[src/rtl/convertidor_pkg.sv]
// -----------------------------------------------------------------------------
// convertidor_pkg
// Shared definitions for the packed-BCD to binary converter.
//   estado_t        : control states of the converter FSM
//   BCD_NIBBLE      : width of one BCD digit field
//   LIMITE_8B       : largest value the 8-bit display path can show
//   digito_invalido : flags a nibble that is not a decimal digit
// -----------------------------------------------------------------------------
package convertidor_pkg;

   typedef enum logic [1:0] {
      REPOSO    = 2'd0,
      CONVIERTE = 2'd1,
      HECHO     = 2'd2
   } estado_t;

   localparam int BCD_NIBBLE = 4;
   localparam int LIMITE_8B  = 255;

   function automatic logic digito_invalido(input logic [BCD_NIBBLE-1:0] nibble);
      return (nibble > 4'd9);
   endfunction

endpackage

[src/rtl/evalua_resta3.sv]
// -----------------------------------------------------------------------------
// evalua_resta3
// Per-digit correction step of the reverse double-dabble algorithm: after the
// right shift, a digit field of 8 or more has received the halved tens weight
// (10/2 = 5 instead of 8), so 3 is subtracted to restore a valid BCD digit.
//   valor     : shifted digit field
//   resultado : corrected digit field
// -----------------------------------------------------------------------------
module evalua_resta3
   import convertidor_pkg::*;
(
   input  logic [BCD_NIBBLE-1:0] valor,
   output logic [BCD_NIBBLE-1:0] resultado
);

   assign resultado = (valor >= 4'd8) ? (valor - 4'd3) : valor;

endmodule

[src/rtl/convertidor_bcd_binario.sv]
// -----------------------------------------------------------------------------
// convertidor_bcd_binario
// Multi-cycle packed-BCD to unsigned binary converter (reverse double dabble),
// one shift/correct iteration per clock, valid/ready on both sides.
//   clk            : system clock, rising edge
//   rst_n          : synchronous active-low reset
//   bcd_in         : packed BCD input, digit 0 in [3:0]
//   valido_entrada : bcd_in is valid
//   listo_entrada  : converter can accept an input (only in REPOSO)
//   binario        : converted value
//   error_bcd      : some input nibble was > 9 (binario forced to 0)
//   valido_salida  : binario / error_bcd are valid
//   listo_salida   : consumer accepts the result
//   desborde       : (CONVERTIDOR_SATURA_8B_EN only) result saturated to 255
// Build option: define CONVERTIDOR_SATURA_8B_EN to clamp results to 8 bits.
// -----------------------------------------------------------------------------
module convertidor_bcd_binario
   import convertidor_pkg::*;
#(
   parameter int DIGITOS = 3,
   parameter int ANCHO   = 10
)
(
   input  logic                          clk,
   input  logic                          rst_n,
   input  logic [BCD_NIBBLE*DIGITOS-1:0] bcd_in,
   input  logic                          valido_entrada,
   output logic                          listo_entrada,
   output logic [ANCHO-1:0]              binario,
   output logic                          error_bcd,
   output logic                          valido_salida,
`ifdef CONVERTIDOR_SATURA_8B_EN
   output logic                          desborde,
`endif
   input  logic                          listo_salida
);

   localparam int ANCHO_BCD = BCD_NIBBLE * DIGITOS;
   localparam int ANCHO_REG = ANCHO_BCD + ANCHO;
   localparam int ANCHO_CNT = ($clog2(ANCHO) > 0) ? $clog2(ANCHO) : 1;
   localparam longint MAXIMO_BCD = (longint'(10) ** DIGITOS) - 1;

   // The binary field must hold the largest decimal input without wrapping.
   generate
      if ((longint'(1) << ANCHO) <= MAXIMO_BCD) begin : g_ancho_insuficiente
         $error("ANCHO too small for DIGITOS BCD digits");
      end
   endgenerate

   estado_t                estado, estado_sig;
   logic [ANCHO_REG-1:0]   registro, desplazado, corregido;
   logic [ANCHO_CNT-1:0]   contador;
   logic                   hay_error;
   logic                   ultima;
   logic [ANCHO-1:0]       resultado;

   // Shift the whole register right; the binary field just passes through,
   // every BCD digit field gets its -3 correction.
   assign desplazado = registro >> 1;
   assign corregido[ANCHO-1:0] = desplazado[ANCHO-1:0];

   genvar d;
   generate
      for (d = 0; d < DIGITOS; d++) begin : g_digito
         evalua_resta3 u_resta3 (
            .valor     (desplazado[ANCHO + d*BCD_NIBBLE +: BCD_NIBBLE]),
            .resultado (corregido [ANCHO + d*BCD_NIBBLE +: BCD_NIBBLE])
         );
      end
   endgenerate

   always_comb begin
      hay_error = 1'b0;
      for (int i = 0; i < DIGITOS; i++) begin
         hay_error = hay_error | digito_invalido(bcd_in[i*BCD_NIBBLE +: BCD_NIBBLE]);
      end
   end

   assign ultima        = (contador == ANCHO_CNT'(ANCHO - 1));
   assign listo_entrada = (estado == REPOSO);

`ifdef CONVERTIDOR_SATURA_8B_EN
   logic satura;
   assign satura    = (corregido[ANCHO-1:0] > ANCHO'(LIMITE_8B));
   assign resultado = satura ? ANCHO'(LIMITE_8B) : corregido[ANCHO-1:0];
`else
   assign resultado = corregido[ANCHO-1:0];
`endif

   always_ff @(posedge clk) begin
      if (!rst_n) begin
         estado <= REPOSO;
      end else begin
         estado <= estado_sig;
      end
   end

   always_comb begin
      estado_sig = estado;
      case (estado)
         REPOSO:    if (valido_entrada) estado_sig = hay_error ? HECHO : CONVIERTE;
         CONVIERTE: if (ultima)         estado_sig = HECHO;
         HECHO:     if (listo_salida)   estado_sig = REPOSO;
         default:                       estado_sig = REPOSO;
      endcase
   end

   always_ff @(posedge clk) begin
      if (!rst_n) begin
         registro      <= '0;
         contador      <= '0;
         binario       <= '0;
         error_bcd     <= 1'b0;
         valido_salida <= 1'b0;
`ifdef CONVERTIDOR_SATURA_8B_EN
         desborde      <= 1'b0;
`endif
      end else begin
         case (estado)
            REPOSO: begin
               if (valido_entrada) begin
                  registro  <= {bcd_in, {ANCHO{1'b0}}};
                  contador  <= '0;
                  error_bcd <= hay_error;
`ifdef CONVERTIDOR_SATURA_8B_EN
                  desborde  <= 1'b0;
`endif
                  // A malformed entry skips the iterations and reports at once.
                  if (hay_error) begin
                     binario       <= '0;
                     valido_salida <= 1'b1;
                  end
               end
            end
            CONVIERTE: begin
               registro <= corregido;
               contador <= contador + ANCHO_CNT'(1);
               if (ultima) begin
                  binario       <= resultado;
                  valido_salida <= 1'b1;
`ifdef CONVERTIDOR_SATURA_8B_EN
                  desborde      <= satura;
`endif
               end
            end
            HECHO: begin
               if (listo_salida) valido_salida <= 1'b0;
            end
            default: ;
         endcase
      end
   end

endmodule

[config.mk]
export PLATFORM = sky130hd
export DESIGN_NAME = convertidor_bcd_binario
export DESIGN_NICKNAME = d
export VERILOG_FILES = /design/src/rtl/convertidor_pkg.sv /design/src/rtl/evalua_resta3.sv /design/src/rtl/convertidor_bcd_binario.sv
export SDC_FILE = /design/constraint.sdc
export NUM_CORES = 1
export LEC_CHECK = 0
export CORE_MARGIN = 1
export CORE_UTILIZATION = 47
export DETAILED_ROUTE_END_ITERATION = 10
export GPL_TIMING_DRIVEN = 1
export PLACE_DENSITY = 0.73
export SLEW_MARGIN = 10
export SYNTH_ARGS = -nofsm -noshare
export SYNTH_HDL_FRONTEND = slang
export SYNTH_SLANG_ARGS = --single-unit
[constraint.sdc]
create_clock -name clk -period 1.7 [get_ports clk]
set_input_delay 0.34 -clock clk [delete_from_list [all_inputs] [get_ports clk]]
set_output_delay 0.34 -clock clk [all_outputs]
set_load 0.02 [all_outputs]
# Word-level counts from Yosys, hierarchy flattened
# Cells that the tools add are included.
# totals
reg_bits,40
word_cells,54
# op_classes
addsub,4
order_cmp,6
eq_ne,7
muxes,21
bitwise,2
n_reduce_logical,8
# ops
cell,count
case mux 22 bit (2 select lines),1
2-to-1 mux 10 bit,3
2-to-1 mux 22 bit,1
case mux 10 bit (2 select lines),1
2-to-1 mux 4 bit,4
"greater-than comparator 4 bit, second input constant",3
">= comparator 4 bit, second input constant",2
2-to-1 mux 2 bit,4
case mux 4 bit (2 select lines),1
"subtractor 4 x 2 -> 4 bit, second input constant",2
"inequality test 2 bit, second input constant",3
case mux 2 bit (3 select lines),1
AND reduction 5 bit,1
"adder 4 x 1 -> 4 bit, second input constant",1
"equality test 4 bit, second input constant",1
">= comparator 3 x 4 -> 1 bit, second input constant",1
2-to-1 mux 1 bit,4
AND reduction 2 bit,2
AND reduction 4 bit,1
"subtractor 3 x 2 -> 4 bit, second input constant",1
case mux 1 bit (3 select lines),1
AND reduction 3 bit,1
nonzero test 3 bit,1
"equality test 2 x 1 -> 1 bit, second input constant",1
other kinds (5),6

# Longest topological paths before layout
# Gate-level depths: netlist of the first run.
# depth
word_depth,6
depth_mapped,7
ltp_nobuf,6

# Hierarchy
# A second synthesis of the first run with hierarchy kept.
# unflattened
cells_unflattened,223
hier_area_um2,1956.9
# modules_own_cells
mod,n_inst,cells_per_inst,area_per_inst_um2,seq_area_each_um2
convertidor_bcd_binario,1,190,1727.9,780.7
evalua_resta3,3,11,76.3,0.0

# Worst setup path before layout of the first run
# OpenSTA, ideal clock, no wires.
# synth_timing
kind,reg2reg
start,register estado[1]
end,register binario[1]
setup_ns,0.119
arrival_time_ns,1.319
required_ns,1.581
setup_slack_ns,0.262
stages_incl_launch_ff,8
n_path_buf,3
cell_sequence,dfxtp_1 -> buf_6 -> or3b_1 -> buf_6 -> o21ai_4 -> o21ai_2 -> buf_6 -> mux2i_1
# synth_via
elab_chain_len,3
word_cells_on_any_way,8
classes_between,4 x eq/ne; 1 x mux; 3 x reduce/logical
# synth_lines
element,line,rtl
start: declaration,convertidor_bcd_binario.sv:50,"estado_t estado, estado_sig;"
start signal: assignment,convertidor_bcd_binario.sv:94,estado <= estado_sig;
equality test 2 x 1 -> 1 bit or logical NOT 2 bit (tied branches),convertidor_bcd_binario.sv:119,case (estado)
inequality test 2 bit (no line) (tied with other cells),--,
AND reduction 4 bit (no line),--,
end signal: assignment,convertidor_bcd_binario.sv:139,binario <= resultado;
end: declaration,convertidor_bcd_binario.sv:29,"output logic [ANCHO-1:0] binario,"
# Parallel ways exist; a longest one is shown, timed or not.
# A chain may end at the register's enable or synchronous reset.

# Worst setup path after layout of the first run
# layout_timing
start,register binario[9]
end,output binario[9]
# No word-level cell between the ends.

==> impl_metrics.py, run 1 <==
metrics = {
    "outcome": {
        "outcome": "completed",
    },
    "setup_path": {
        "slowest_cp_cell": "sky130_fd_sc_hd__clkdlybuf4s50_1",
        "critical_path_startpoint_category": "register",
        "worstPathArrival_ps": 1240,
        "worstPathRequired_ps": 1360,
        "critPathCaptureType": "output port",
        "r2r_end": "registro[19]",
        "critical_path.n_buffers_inverters": 1,
        "path_depth_of_the_worst_reg2reg_path": 5,
        "crit_path_cell_trace": "clkdlybuf4s50_1",
        "cp_top_family": "buffers and inverters",
        "worst_path_largest_cell_delay_ps": 610,
        "critical_path_stages": 1,
        "reg2reg_setup_slack_ps": 160,
        "critical_path_class": "reg -> out",
        "timing.critical_path.fanout_max": 2,
        "r2r-start": "estado[1]",
    },
    "yosys": {
        "synth.top_cells.by_count": "41 x sky130_fd_sc_hd__nand2_1, 39 x sky130_fd_sc_hd__dfxtp_1, 15 x sky130_fd_sc_hd__a21boi_0, 11 x sky130_fd_sc_hd__nand3_1, 10 x sky130_fd_sc_hd__mux2i_1",
        "postSynth.asyncResetShare_pct": 0,
        "netlist-cell-type-count": 37,
        "yosys.area.top_type": "sky130_fd_sc_hd__dfxtp_1",
        "synth_fp_nets": 230,
        "most_frequently_used_flop_master_after_synthesis": "sky130_fd_sc_hd__dfxtp_1",
        "avgSynthCellArea_sq_um": 8.770,
        "yosys_warning_total": 0,
        "leading_post_synthesis_cells_by_cell_area": "sky130_fd_sc_hd__dfxtp_1 43%, sky130_fd_sc_hd__nand2_1 8.4%, sky130_fd_sc_hd__a21boi_0 6.2%, sky130_fd_sc_hd__mux2i_1 5.5%, sky130_fd_sc_hd__ha_1 4.1%",
        "synthDominantCellAreaShare_pct": 42.80,
        "netlist_instances": 208,
        "seq_area_frac_synth_pct": 42.80,
        "post_synth_edffs": 0,
        "ys_seq_elements": 39,
        "post-synth-top-count-cell": "sky130_fd_sc_hd__nand2_1",
        "combined_area_of_all_synthesized_cells_sq_mm": 0.001824,
    },
    "die": {
        "initial_core_util_pct": 49.46,
        "row_count": 22,
        "fp.dieArea_sq_mm": 0.004134,
        "die-width_microns": 64.30,
        "die_height_microns": 64.30,
        "io-pin-count": 29,
        "core-area_sq_mm": 0.003689,
    },
    "timing": {
        "grt_setup_unrepaired": "false",
        "setup_viol": 0,
        "hold_slack_ps": 452.4,
        "final_hold_viol_count": 0,
        "final_worst_path_cycle_share_pct": 93.05,
        "slew-limit-headroom_pct": 76.78,
        "timing.final.crit_period_ps": 1582,
        "final_max_slew_viol_count": 0,
        "finalClockSkew_ps": 10.23,
        "fin_ws_ps": 118.1,
        "fmax_mhz": 632.2,
        "slew_at_the_pin_with_the_worst_max_slew_slack_ps": 347.5,
    },
    "drt": {
        "dr.pass1.iters": 4,
        "detailedRoute.firstIterationViolations": 35,
        "drc": 0,
        "via_count": 1521,
        "detail-route-antenna-nets": 0,
        "wl_microns": 3633,
        "vias_per_cell": 5.156,
        "mean_routed_wirelength_per_cell_microns": 12.32,
    },
    "clock_tree": {
        "cts_hold_buffers": 0,
        "tritoncts.num_buffers": 5,
        "cts_tree": "done",
        "cts.sinks": 39,
        "cts_root_buf": "sky130_fd_sc_hd__clkbuf_8",
        "clock_tree.htree_level_count": 2,
        "cts_max_path_buffers": 2,
        "clk_pin_slew_worst_paths_ps": 80,
        "worst_skew_pair.late_latency_ps": 300,
        "setup_fix_buffers_added_after_clock_tree_synthesis": 0,
    },
    "pwr": {
        "worst_vdd_ir_v": 0.0005180,
        "power.density_mw_per_mm2": 825.7,
        "leakage_power_total_nw": 0.9123,
    },
    "layout": {
        "antenna-diode-count": 0,
        "share_of_layout_cells_above_drive_strength_1_pct": 12.55,
        "postLayoutCellArea_sq_mm": 0.002325,
        "syn_to_final_growth_pct": 27.43,
        "layout.nets": 268,
    },
    "placed_design": {
        "preCtsSetupSlack_ps": -236.7,
        "detailed_place_hpwl_microns": 2561,
        "buffer_ports.inserted": 28,
        "place_area_sq_mm": 0.002230,
        "place.gp.congestion": 0.7494,
    },
    "global_route": {
        "grt_start_max_net_pins": 40,
        "global_route.overflow_total": 0,
        "global_route_wire_length_before_repair_microns": 6320,
        "track_usage_pct": 19.70,
        "number_of_global_route_vias_before_repair": 1406,
        "antenna_found_initial": 0,
    },
    "min_path": {
        "hp-start": "valido_salida",
        "whs_endpoint": "valido_salida",
        "hold_depth": 2,
        "hold_class": "reg -> reg",
    },
    "job": {
        "cap_viol_max_count": 0,
    },
}
-- tightest hold or removal path: cells and delay by family (launching register included) --
family,cells,cell delay [ps]
compound gates,1,50
buf+inv,1,50
flops,1,320
-- worst max-delay path by stage --
stage	from	to	slack [ps]
finish	binario[9]	binario[9]	120
global route	estado[1]	registro[20]	7
CTS	valido_entrada	registro[17]	60
detailed placement	valido_entrada	registro[17]	-240
global placement	valido_entrada	registro[17]	-210
floorplan	estado[1]	binario[1]	260
-- metal layers --
metal	GRT usage (%)	vias up	wire length, microns
met5	0	-	0
met4	6.667	0	48
met3	5.357	5	115
met2	29.74	22	1600
met1	26.87	711	1868
li1	-	783	-
-- stage by stage --
step / TNS (ps) / power (W) / instances / util (%)
after floorplan: 0 / 0.001189 / 208 / -
after detailed placement: -4671 / 0.001319 / 287 / 60.45
after CTS: 0 / 0.001927 / 295 / 62.82
after global placement: -3913 / 0.001313 / 287 / 60.45
after global routing: 0 / 0.002011 / 295 / 63.03
final: 0 / 0.001919 / 295 / 63.03
-- layout make-up --
class | instances | area, sq um
fillers | 340 | 1364
well taps | 48 | 60.06
flip-flops and latches | 39 | 780.7
multi-input cells | 148 | 943.4
inverters | 6 | 22.52
clock inverters | 3 | 20.02
clock buffers | 5 | 68.82
repair buffers | 46 | 429.2
-- sequential cells by signal, summed over array words and instances (netlist names) --
register	flops
registro	21
error_bcd	1
binario	10
valido_salida	1
contador	4
estado	2
-- layout by cell type (no fill, tap or decap), types with 4 or more instances in the layout --
cell	count
sky130_fd_sc_hd__nand2_1	41
sky130_fd_sc_hd__dfxtp_1	39
sky130_fd_sc_hd__clkdlybuf4s50_1	26
sky130_fd_sc_hd__buf_4	17
sky130_fd_sc_hd__a21boi_0	15
sky130_fd_sc_hd__nand3_1	11
sky130_fd_sc_hd__mux2i_1	10
sky130_fd_sc_hd__inv_1	6
sky130_fd_sc_hd__nor2_1	6
sky130_fd_sc_hd__a21oi_1	6
sky130_fd_sc_hd__ha_1	6
sky130_fd_sc_hd__a22oi_1	5
sky130_fd_sc_hd__clkbuf_8	5
sky130_fd_sc_hd__and2_1	4
sky130_fd_sc_hd__o21ai_0	4
sky130_fd_sc_hd__and3_1	4
sky130_fd_sc_hd__o211ai_1	4
-- logic make-up after synthesis --
kind of cell               count (synthesis)  synth area share [%]
xor gates and xnor gates                   5                 2.401
adders and majority gates                  6                 4.115
DFF                                       39                 42.80
muxes                                     10                 5.487
AOI/OAI and AO/OA                         46                 18.25
and+or+nand+nor                           81                 21.19
buffers and inverters                     21                 5.761
-- report_power, final --
part           switching, W  total [W]  internal (W)
Clock              0.000336   0.000621      0.000285
Combinational      0.000151   0.000314      0.000162
Sequential        0.0000363   0.000984      0.000948
Total              0.000524    0.00192       0.00140
-- repair_timing --
action                                  in CTS  in global routing
cloned                                       0                  0
resized for setup                            1                  3
endpoints found under the setup margin       1                  6
No activity file was read; power rests on OpenSTA's default activity.
==> run 2, diff against run 1 <==
Settings changed: PLACE_DENSITY 0.73 to 0.76, SETUP_SLACK_MARGIN set to 0.15.
Clock period 1.7 ns to 1.35 ns, I/O delays scaled along.
==> impl_metrics.py, run 2 (synthesized netlist as in run 1, its figures left out) <==
metrics = {
    "job": {
        "cap_viol_max_count": 0,
    },
    "pwr": {
        "power_report.internal_total_w": 0.002224,
        "combinationalPowerShare_pct": 18.8,
        "p_sw_share_pct": 25.05,
        "clock_power_share_pct": 39.2,
        "leakage_power_total_nw": 1.097,
        "reg_power_share_pct": 42.0,
        "overall_power_consumption_w": 0.002968,
        "power.switching_w": 0.0007435,
        "worst_vdd_ir_v": 0.0009576,
        "power.density_mw_per_mm2": 1101,
    },
    "placed_design": {
        "preCtsSetupSlack_ps": -493.8,
        "detailed_place_hpwl_microns": 2895,
        "place_area_sq_mm": 0.002331,
        "buffer_ports.inserted": 28,
        "place.gp.congestion": 0.7985,
    },
    "min_path": {
        "hp-start": "bcd_in[10]",
        "hold_class": "in -> reg",
        "hold_depth": 3,
        "whs_endpoint": "registro[20]",
    },
    "setup_path": {
        "cp_top_family": "compound AO/OA/AOI/OAI gates",
        "worst_path_largest_cell_delay_ps": 350,
        "critPathCaptureType": "register",
        "critical_path_class": "reg -> reg",
        "critical_path.n_buffers_inverters": 0,
        "reg2reg_setup_slack_ps": -6,
        "worst_setup_path_startpoint": "registro[11]",
        "worstPathArrival_ps": 1540,
        "critical_path_startpoint_category": "register",
        "r2r_end": "registro[12]",
        "slowest_cp_cell": "sky130_fd_sc_hd__dfxtp_2",
        "r2r-start": "registro[11]",
        "crit_path_cell_trace": "ha_1 > nand2b_1 > xnor2_1 > a22oi_1 > a21boi_2",
        "path_depth_of_the_worst_reg2reg_path": 5,
        "timing.critical_path.fanout_max": 4,
        "worstPathRequired_ps": 1530,
    },
    "drt": {
        "via_count": 1729,
        "drc": 0,
        "wl_microns": 4777,
        "met3_wirelength_microns": 192,
        "top_layer": "met4",
        "detailedRoute.firstIterationViolations": 62,
        "wl_met1_microns": 2104,
        "vias_per_cell": 5.506,
        "dr_wl_met2_microns": 2329,
        "mean_routed_wirelength_per_cell_microns": 15.21,
        "detail-route-antenna-nets": 0,
        "dr.pass1.iters": 4,
    },
    "clock_tree": {
        "clk_pin_slew_worst_paths_ps": 80,
        "tritoncts.num_buffers": 5,
        "clock_tree.htree_level_count": 2,
        "worst_skew_pair.late_latency_ps": 300,
        "cts.sinks": 39,
        "cts_root_buf": "sky130_fd_sc_hd__clkbuf_8",
        "cts_hold_buffers": 0,
        "cts_tree": "done",
        "cts_max_path_buffers": 2,
    },
    "timing": {
        "setup_viol": 1,
        "timing.final.crit_period_ps": 1356,
        "final_worst_path_cycle_share_pct": 100.5,
        "finalClockSkew_ps": 5.371,
        "slew_at_the_pin_with_the_worst_max_slew_slack_ps": 297.8,
        "fin_ws_ps": -6.498,
        "final_max_slew_viol_count": 0,
        "slew-limit-headroom_pct": 80.15,
        "fmax_mhz": 737.2,
        "final_hold_viol_count": 0,
        "grt_setup_unrepaired": "true",
    },
    "die": {
        "io-pin-count": 29,
        "fp.dieArea_sq_mm": 0.004134,
        "initial_core_util_pct": 49.46,
        "core-area_sq_mm": 0.003689,
        "row_count": 22,
        "die_height_microns": 64.30,
        "die-width_microns": 64.30,
    },
    "global_route": {
        "global_route.overflow_total": 0,
        "number_of_global_route_vias_before_repair": 1604,
        "grt_start_max_net_pins": 26,
        "antenna_found_initial": 0,
        "global_route_wire_length_before_repair_microns": 7341,
        "track_usage_pct": 23.51,
    },
    "layout": {
        "seq_area_sq_um": 790.8,
        "largest_register_ff_count": 21,
        "top_regs": "registro (21), binario (10), contador (4)",
        "antenna-diode-count": 0,
        "postLayoutCellArea_sq_mm": 0.002696,
        "mostFrequentLayoutCells": "39 x sky130_fd_sc_hd__nand2_1, 33 x sky130_fd_sc_hd__dfxtp_1, 25 x sky130_fd_sc_hd__buf_4",
        "layout.filler_cells": 264,
        "layout.nets": 287,
        "leading_cell_type_in_the_layout_fill_and_taps_excluded": "sky130_fd_sc_hd__nand2_1",
        "multi_input_area_sq_mm": 0.001087,
        "largest-register": "registro",
        "share_of_layout_cells_above_drive_strength_1_pct": 36.09,
        "utilization_pct": 73.10,
        "syn_to_final_growth_pct": 47.81,
    },
    "outcome": {
        "violated_checks": "negative setup slack",
        "outcome": "complete, but fails checks",
    },
}
## run 2: changes by cell type in the layout (fill, tap and decap cells not counted), sizes merged
cell	before	now
clkdlybuf4s15	0	8
dlymetal6s2s	1	2
buf	18	41
clkinvlp	2	0
clkinv	1	0
clkdlybuf4s50	26	9
clkbuf	5	7
dlygate4sd2	1	4
bufinv	0	2
## run 2: worst min-delay path: stages
cell	delay [ps]
sky130_fd_sc_hd__dlygate4sd2_1	240
sky130_fd_sc_hd__a22oi_2	60
sky130_fd_sc_hd__a21boi_1	110
## run 2: worst max-delay path by stage
stage / end / slack [ps] / cells after the start
global route: registro[11] / -40 / 7
detailed placement: contador[3] / -490 / 5
global placement: contador[3] / -490 / 5
floorplan: binario[1] / -60 / 7
finish: registro[12] / -6 / 5
CTS: contador[3] / 20 / 4
## run 2: power groups by stage
stage / registers (W) / logic [W] / clock network, W
finish: 0.00125 / 0.000558 / 0.00116
global route: 0.00125 / 0.000591 / 0.00123
CTS: 0.00124 / 0.000496 / 0.00117
detailed placement: 0.00126 / 0.000439 / 0
global placement: 0.00126 / 0.000429 / 0
floorplan: 0.00126 / 0.000249 / 0
## run 2: cell type report
type                    count  share of cell area (%)
inverters                   6                  0.8353
flip-flops and latches     39                   29.33
repair buffers             65                   22.37
clock buffers               6                   2.691
multi-input cells         148                   40.32
well taps                  48                   2.227
clock inverters             2                   2.227
## run 2: repair_timing
| action | CTS | global route |
|---|---|---|
| gates resized for setup | 71 | 41 |
| buffers inserted | 4 | 2 |
| setup endpoints to repair | 52 | 43 |
| pin swaps | 11 | 16 |
## run 2: metrics by stage
stage | hold slack [ps] | std cells | TNS [ps]
final | 426.4 | 314 | -6.498
after detailed placement | 451.6 | 300 | -14750
after global routing | 451.4 | 314 | -349.4
after global placement | 430.3 | 300 | -14090
after CTS | 455.8 | 312 | 0
after floorplan | 414.9 | 208 | -692.5
## run 2: metal layers
metal | vias up | global-route usage, %
met3 | 15 | 5.179
li1 | 823 | -
met2 | 46 | 38.82
met5 | - | 0
met1 | 845 | 27.89
met4 | 0 | 13.33
